### src/rtl/regfile_pkg.sv
// Shared defaults and the byte-lane merge used for writes and write-to-read forwarding.
package regfile_pkg;

   localparam int DATA_W_DEF   = 32;
   localparam int ADDR_W_DEF   = 5;
   localparam int NREAD_DEF    = 2;
   localparam int ZERO_REG_DEF = 1;
   localparam int BYPASS_DEF   = 1;

   // Widest word the merge helper handles; callers zero-extend in and truncate out.
   localparam int MERGE_W_MAX  = 256;
   localparam int MERGE_BE_MAX = MERGE_W_MAX / 8;

   function automatic logic [MERGE_W_MAX-1:0] byte_merge(
      input logic [MERGE_W_MAX-1:0]  old_w,
      input logic [MERGE_W_MAX-1:0]  new_w,
      input logic [MERGE_BE_MAX-1:0] be
   );
      logic [MERGE_W_MAX-1:0] res;
      res = old_w;
      for (int b = 0; b < MERGE_BE_MAX; b++) begin
         if (be[b]) res[b*8 +: 8] = new_w[b*8 +: 8];
      end
      return res;
   endfunction

endpackage

### src/rtl/regfile_sb.sv
// Reservation scoreboard: one busy bit per register, set by rsv, cleared by write.
module regfile_sb
   import regfile_pkg::*;
#(
   parameter int ADDR_W   = ADDR_W_DEF,
   parameter int ZERO_REG = ZERO_REG_DEF
) (
   input  logic                     clk,
   input  logic                     rst_n,
   input  logic                     rsv_i,
   input  logic [ADDR_W-1:0]        rsv_reg_i,
   input  logic                     write_i,
   input  logic [ADDR_W-1:0]        wreg_i,
   output logic [(1<<ADDR_W)-1:0]   busy_o
);

   localparam int DEPTH = 1 << ADDR_W;

   logic [DEPTH-1:0] busy_q;
   logic [DEPTH-1:0] busy_d;

   // Set is applied after clear so a same-cycle reserve of the written register wins.
   always_comb begin
      busy_d = busy_q;
      if (write_i) busy_d[wreg_i] = 1'b0;
      if (rsv_i && !((ZERO_REG != 0) && (rsv_reg_i == '0))) busy_d[rsv_reg_i] = 1'b1;
   end

   always_ff @(posedge clk or negedge rst_n) begin
      if (!rst_n) busy_q <= '0;
      else        busy_q <= busy_d;
   end

   assign busy_o = busy_q;

endmodule

### src/rtl/regfile_mp.sv
// Multi-read-port flop register file with byte enables, optional r0-is-zero,
// optional write forwarding and a per-register reservation scoreboard.
module regfile_mp
   import regfile_pkg::*;
#(
   parameter int DATA_W   = DATA_W_DEF,
   parameter int ADDR_W   = ADDR_W_DEF,
   parameter int NREAD    = NREAD_DEF,
   parameter int ZERO_REG = ZERO_REG_DEF,
   parameter int BYPASS   = BYPASS_DEF
) (
   input  logic                     clk,
   input  logic                     rst_n,
   input  logic [NREAD*ADDR_W-1:0]  regno,
   output logic [NREAD*DATA_W-1:0]  rdata,
   output logic [NREAD-1:0]         busy,
   input  logic                     write,
   input  logic [ADDR_W-1:0]        wreg,
   input  logic [DATA_W-1:0]        wdata,
   input  logic [DATA_W/8-1:0]      wbe,
   input  logic                     rsv,
   input  logic [ADDR_W-1:0]        rsv_reg
);

   localparam int DEPTH = 1 << ADDR_W;

   logic [DATA_W-1:0] mem_q [DEPTH];
   logic [DATA_W-1:0] wr_word_d;
   logic              wr_en;
   logic [DEPTH-1:0]  sb_busy;

   assign wr_en     = write && !((ZERO_REG != 0) && (wreg == '0));
   assign wr_word_d = DATA_W'(byte_merge(MERGE_W_MAX'(mem_q[wreg]),
                                         MERGE_W_MAX'(wdata),
                                         MERGE_BE_MAX'(wbe)));

   always_ff @(posedge clk or negedge rst_n) begin
      if (!rst_n) begin
         for (int i = 0; i < DEPTH; i++) mem_q[i] <= '0;
      end else if (wr_en) begin
         mem_q[wreg] <= wr_word_d;
      end
   end

   regfile_sb #(
      .ADDR_W   (ADDR_W),
      .ZERO_REG (ZERO_REG)
   ) u_sb (
      .clk       (clk),
      .rst_n     (rst_n),
      .rsv_i     (rsv),
      .rsv_reg_i (rsv_reg),
      .write_i   (write),
      .wreg_i    (wreg),
      .busy_o    (sb_busy)
   );

   for (genvar p = 0; p < NREAD; p++) begin : g_rd
      logic [ADDR_W-1:0] idx;
      logic [DATA_W-1:0] word;
      logic              fwd;

      assign idx = regno[p*ADDR_W +: ADDR_W];
      assign fwd = (BYPASS != 0) && wr_en && (wreg == idx);

      always_comb begin
         word = mem_q[idx];
         if (fwd) word = wr_word_d;
         if ((ZERO_REG != 0) && (idx == '0)) word = '0;
      end

      assign rdata[p*DATA_W +: DATA_W] = word;
      // A write in flight to this register releases its reservation early when forwarding.
      assign busy[p] = sb_busy[idx] & ~((BYPASS != 0) && write && (wreg == idx));
   end

endmodule

### config.mk
export PLATFORM = sky130hd
export DESIGN_NAME = regfile_mp
export DESIGN_NICKNAME = d
export VERILOG_FILES = /design/src/rtl/regfile_pkg.sv /design/src/rtl/regfile_sb.sv /design/src/rtl/regfile_mp.sv
export SDC_FILE = /design/constraint.sdc
export NUM_CORES = 2
export LEC_CHECK = 0
export BUFFER_PORTS_ARGS = -buffer_cell sky130_fd_sc_hd__buf_2
export CAP_MARGIN = 30
export CORE_MARGIN = 5
export CORE_UTILIZATION = 67
export DETAILED_ROUTE_END_ITERATION = 7
export PLACE_DENSITY = 0.93
export SLEW_MARGIN = 25
export SYNTH_ARGS = -nofsm -noshare
export SYNTH_HDL_FRONTEND = slang
export SYNTH_SLANG_ARGS = --single-unit
export TNS_END_PERCENT = 50
### constraint.sdc
create_clock -name clk -period 5.4 [get_ports clk]
set_input_delay 0.54 -clock clk [delete_from_list [all_inputs] [get_ports clk]]
set_output_delay 0.54 -clock clk [all_outputs]
set_load 0.02 [all_outputs]
==> summary.md, run 1 <==
| Metric | Value |
|---|---|
| Hpwl dp | `152000 um` |
| Register area share after synthesis | `0.419` |
| Synth area leader | `dfrtp_1` |
| DIE HEIGHT | `317 um` |
| Initial antenna violation count | `73` |
| Post-Syn Nets | `5669` |
| Synth top area share | `0.419` |
| Io pins | `approximately 130` |
| Top cells by count, synth | `nand2_1, dfrtp_1, o21ai_0` |
| Placed cell areas | `about 0.065 mm^2` |
| Sink Count | `~1100` |
| GR Util All Layers | `0.760` |
| Synth unique cells | `78` |
| Die width | `317 um` |
| Mapped cell area | `0.0631 mm^2` |
| Post-synthesis register bit count | `1056` |
| Post-synth EDFFs | `0` |
| # Post-CTS Setup Buffers | `0` |
| Initial Util | `0.676` |
| Worst EP kind | `primary output` |
| Stopping stage | `5_1_grt` |
| Synthesized area per cell | `11.2 um^2` |
| Yosys warns | `0` |
| Gpl congestion | `1.02` |
| Synth area leaders | `dfrtp_1, mux4_2, o21ai_0, nand2_1, mux2i_1` |
| Dpl cells | `6569` |
| Worst EP post-GRT repair | `rdata[25]` |
| Largest net degree at the start of global routing | `150` |
| Status | `aborted with a tool error` |
| Cell row count | `112` |
| H-tree depth | `3` |
| Top FF cell, synth | `dfrtp_1` |
| Longest Clk Path Bufs | `3` |
| Ys async rst share | `1.00` |
| Inserted Clock Buffers | `between 100 and 150` |
| Gr ovfl total | `21` |
| Clk root buf | `clkbuf_16` |
| Error | `[ERROR GRT-0232] Routing congestion too high. Check the congestion heatmap in the GUI.` |
| IO Port Bufs | `125` |
| Mapped Cells | `5609` |
| Most frequent cell after synthesis | `nand2_1` |
==> per-layer routing <==
metal | overflow | track usage
met5 | 0 | 0.641
met4 | 9 | 0.716
met3 | 6 | 0.742
met2 | 5 | 0.856
met1 | 1 | 0.714
==> through the flow <==
stage	hold WS, ns	worst slack, ns
after detailed placement	0.409	0.911
after floorplan	0.244	2.11
after CTS	0.240	0.781
after global placement	0.394	0.886
==> logic make-up after synthesis <==
family / count (synthesis) / share of synthesized area
mux: 1077 / 0.316
simple gates: 1367 / 0.0882
compound gates: 1476 / 0.132
buf+inv: 623 / 0.0436
xor+xnor: 10 / 0.00139
flops: 1056 / 0.419
==> timing repair <==
item	CTS
endpoints found under the hold margin	90
resized for setup	0
hold buffers	1
==> run 2, diff against run 1 <==
Settings changed: CORE_UTILIZATION 67 to 40, PLACE_DENSITY 0.93 to unset, PLACE_DENSITY_LB_ADDON set to 0.15.
==> run 2 against run 1 <==
Effect of this change:
- the run now ends clean
- synthesized cell count did not move
- synthesized area did not move
==> summary.md, run 2 <==
| Metric | Value |
|---|---|
| Post-Syn Nets | `5669 (unchanged)` |
| CTS Hold Buffers Added | `1 (unchanged)` |
| Grt met3 use | `0.0813` |
| Slew @ Worst Pin | `1.10 ns` |
| Via density | `6.60` |
| Cell Int Power | `17.7 mW` |
| TNS Setup | `0 ns` |
| Drt total wl | `265000 um` |
| Synth top area share | `0.419 (unchanged)` |
| Synth area leader | `dfrtp_1` |
| Die width | `407 um (+28%)` |
| Clock-pin slew on the worst setup and hold paths | `approximately 0.06 ns` |
| Register-to-Register Path Depth | `6` |
| Post-CTS sizing | `0 (unchanged)` |
| Die ar. | `between 0.15 and 0.2 mm^2` |
| CP max FO | `27` |
| # nets final | `5544` |
| Minimum clock period | `4.52 ns` |
| Dpl cells | `7414 (+13%)` |
| Most frequent cells in the layout | `nand2_1, dfrtp_1, o21ai_0, mux4_2, mux2i_1` |
| Yosys warns | `0 (unchanged)` |
| CP Launch Type | `primary input` |
| Clock power frac | `0.341` |
| Reg2reg setup slack | `2.76 ns` |
| H-tree depth | `3 (unchanged)` |
| Met1 Usage GRT | `0.431` |
| Layout Cells excl Fill | `7639` |
| Synth unique cells | `78 (unchanged)` |
| Sequential Power Share | `0.419` |
| Final period utilization | `0.837` |
| Hpwl dp | `168000 um (+10%)` |
| Final hold vios | `0` |
| Worst vdd ir | `slightly above 300 uV` |
| Mapped cell area | `0.0631 mm^2 (unchanged)` |
| Synthesized area per cell | `11.2 um^2 (unchanged)` |
| Global-route wire length before repair | `381000 um` |
| Post-route DRC violation count | `0` |
| DR vias | `roughly 50000` |
| Final setup vio count | `0` |
| Initial antenna violation count | `15` |
| Ys async rst share | `1.00 (unchanged)` |
| Inserted Clock Buffers | `121 (+12%)` |
| Antenna Nets Post-Route | `0` |
| IO Port Bufs | `125 (unchanged)` |
| Footprint of the multi-input gates | `between 0.03 and 0.04 mm^2` |
| Gpl congestion | `0.896 (-12%)` |
| GR Util All Layers | `0.315` |
| Worst-Skew Late Latency | `0.78 ns` |
| Vias in the first global route | `about 49000` |
| Max reg flops | `1024` |
| Most frequent cell after synthesis | `nand2_1` |
| Initial DRT Pass Iterations | `5` |
| DIE HEIGHT | `407 um (+28%)` |
| RSZ-0062 raised after global routing | `false` |
| Status | `complete, no violations` |
| Logic pwr share | `0.241` |
| Min-Delay Path Depth | `3` |
| Placeable core area | `0.157 mm^2` |
| Max Cap Violations | `0` |
| Largest net degree at the start of global routing | `139` |
| Post-synthesis register bit count | `1056 (unchanged)` |
| Critical path capture point type | `primary output` |
| CP Class | `in2out` |
| Critical Path RT | `4.86 ns` |
| Longest Clk Path Bufs | `3 (unchanged)` |
| Cell Pwr Density | `370 mW/mm^2` |
| Most common cell after layout, fill and taps aside | `nand2_1` |
| Initial Util | `0.403 (-0.273)` |
| Filler Cells Inserted | `14500` |
| RR Endpoint | `mem_q[180]` |
| # Post-CTS Setup Buffers | `0 (unchanged)` |
| Worst r2r src | `mem_q[660]` |
| Starting DRT DRC Count | `between 5000 and 6000` |
| Top cells by count, synth | `nand2_1, dfrtp_1, o21ai_0` |
| Arr. time, crit path | `3.98 ns` |
| Cell row count | `145 (+29%)` |
| Sink Count | `1056 (unchanged)` |
| Clk root buf | `clkbuf_16` |
| Share of cells above drive strength 1 | `0.254` |
| DR WL/cell | `34.7 um` |
| Sw power | `8.38 mW` |
| CTS tree | `yes` |
| Worst hold endpoint | `u_sb.busy_o[20]` |
| Register area share after synthesis | `0.419 (unchanged)` |
| Hold Crit Class | `in2reg` |
| Synth area leaders | `dfrtp_1, mux4_2, o21ai_0, nand2_1, mux2i_1` |
| Max Clock Freq | `~0.22 GHz` |
| Most used routing layer | `met2` |
| Max_slew headroom | `0.268` |
| HP Start | `rsv_reg[2]` |
| Switching share of power | `0.321` |
| Final Max Tran Viols | `0` |
| Io pins | `126 (unchanged)` |
| Static Leak | `29.9 nW` |
| Top FF cell, synth | `dfrtp_1` |
| Worst Skew | `0.0330 ns` |
| Mapped Cells | `5609 (unchanged)` |
| Hold WS | `0.210 ns` |
| Met2 Resource Use GR | `0.472` |
| Post-synth EDFFs | `0 (unchanged)` |
| Most flops, register | `mem_q` |
| Gr ovfl total | `0` |
| Sequential Area | `0.0264 mm^2` |
| Area Overhead vs Synth | `11.8%` |
## run 2: through the flow
step | instance area [um^2] | util | total power, mW | setup WS [ns]
3_3_place_gp | 66200 | 0.423 | 17.1 | 1.04
3_5_place_dp | 66300 | 0.423 | 17.2 | 0.964
6_report | 70600 | 0.451 | 26.1 | 0.881
2_1_floorplan | 63100 | - | 14.9 | 2.11
4_1_cts | 70500 | 0.450 | 26.1 | 0.945
5_1_grt | 70500 | 0.451 | 27.2 | 0.790
## run 2: routing by layer
metal  routed length, um  up-vias  share of wire
li1                    -    20800              -
met1              106000    26000           0.40
met2              117000     2897           0.44
met3               27400      657           0.10
met4               14600       12          0.055
met5                  92        -        0.00035
## run 2: power groups by stage
stage | combinational [mW] | sequential [mW] | clock [mW]
2_1_floorplan | 4.43 | 10.5 | 0
3_3_place_gp | 6.13 | 10.9 | 0
3_5_place_dp | 6.22 | 11.0 | 0
4_1_cts | 6.23 | 10.9 | 8.99
5_1_grt | 6.75 | 11.1 | 9.31
6_report | 6.28 | 10.9 | 8.89
## run 2: final cells by class
type	count	share of cell area
Timing Repair Buffer	365	0.0421
Clock inverter	50	0.0109
Tap cell	2058	0.0365
Clock buffer	165	0.0485
Antenna cell	5	0.000177
Inverter	10	0.000567
Sequential cell	1056	0.375
Multi-Input combinational cell	3930	0.487
## run 2: logic make-up (layout without fill, tap and decap cells)
logic type	after synthesis	in the layout	synth area share
flip-flops	1056	1056	0.419
XOR/XNOR	10	10	0.00139
AO/OA/AOI/OAI	1476	1476	0.132
AND/OR/NAND/NOR	1367	1367	0.0882
multiplexers	1077	1077	0.316
buffers and inverters	623	590	0.0436
other	0	5	0
## run 2: worst max path at each step
stage	depth (start not counted)	start	endpoint	slack [ns]
2_1_floorplan	7	regno[0]	rdata[23]	2.11
3_5_place_dp	10	wreg[2]	rdata[27]	0.96
4_1_cts	10	wreg[2]	rdata[27]	0.94
5_1_grt	10	wreg[2]	rdata[4]	0.79
6_report	10	wreg[2]	rdata[4]	0.88
3_3_place_gp	8	regno[6]	rdata[50]	1.04
## run 2: critical path, cell delays in order
cell and delay, ns:
buf_2 0.38, buf_4 0.36, xor2_1 0.10, nor4_1 0.26, and3_1 0.25, and2_4 0.62
buf_4 0.50, a211oi_1 0.13, a21oi_1 0.48, buf_2 0.27
Note: power is estimated with default switching activity, not from simulation.
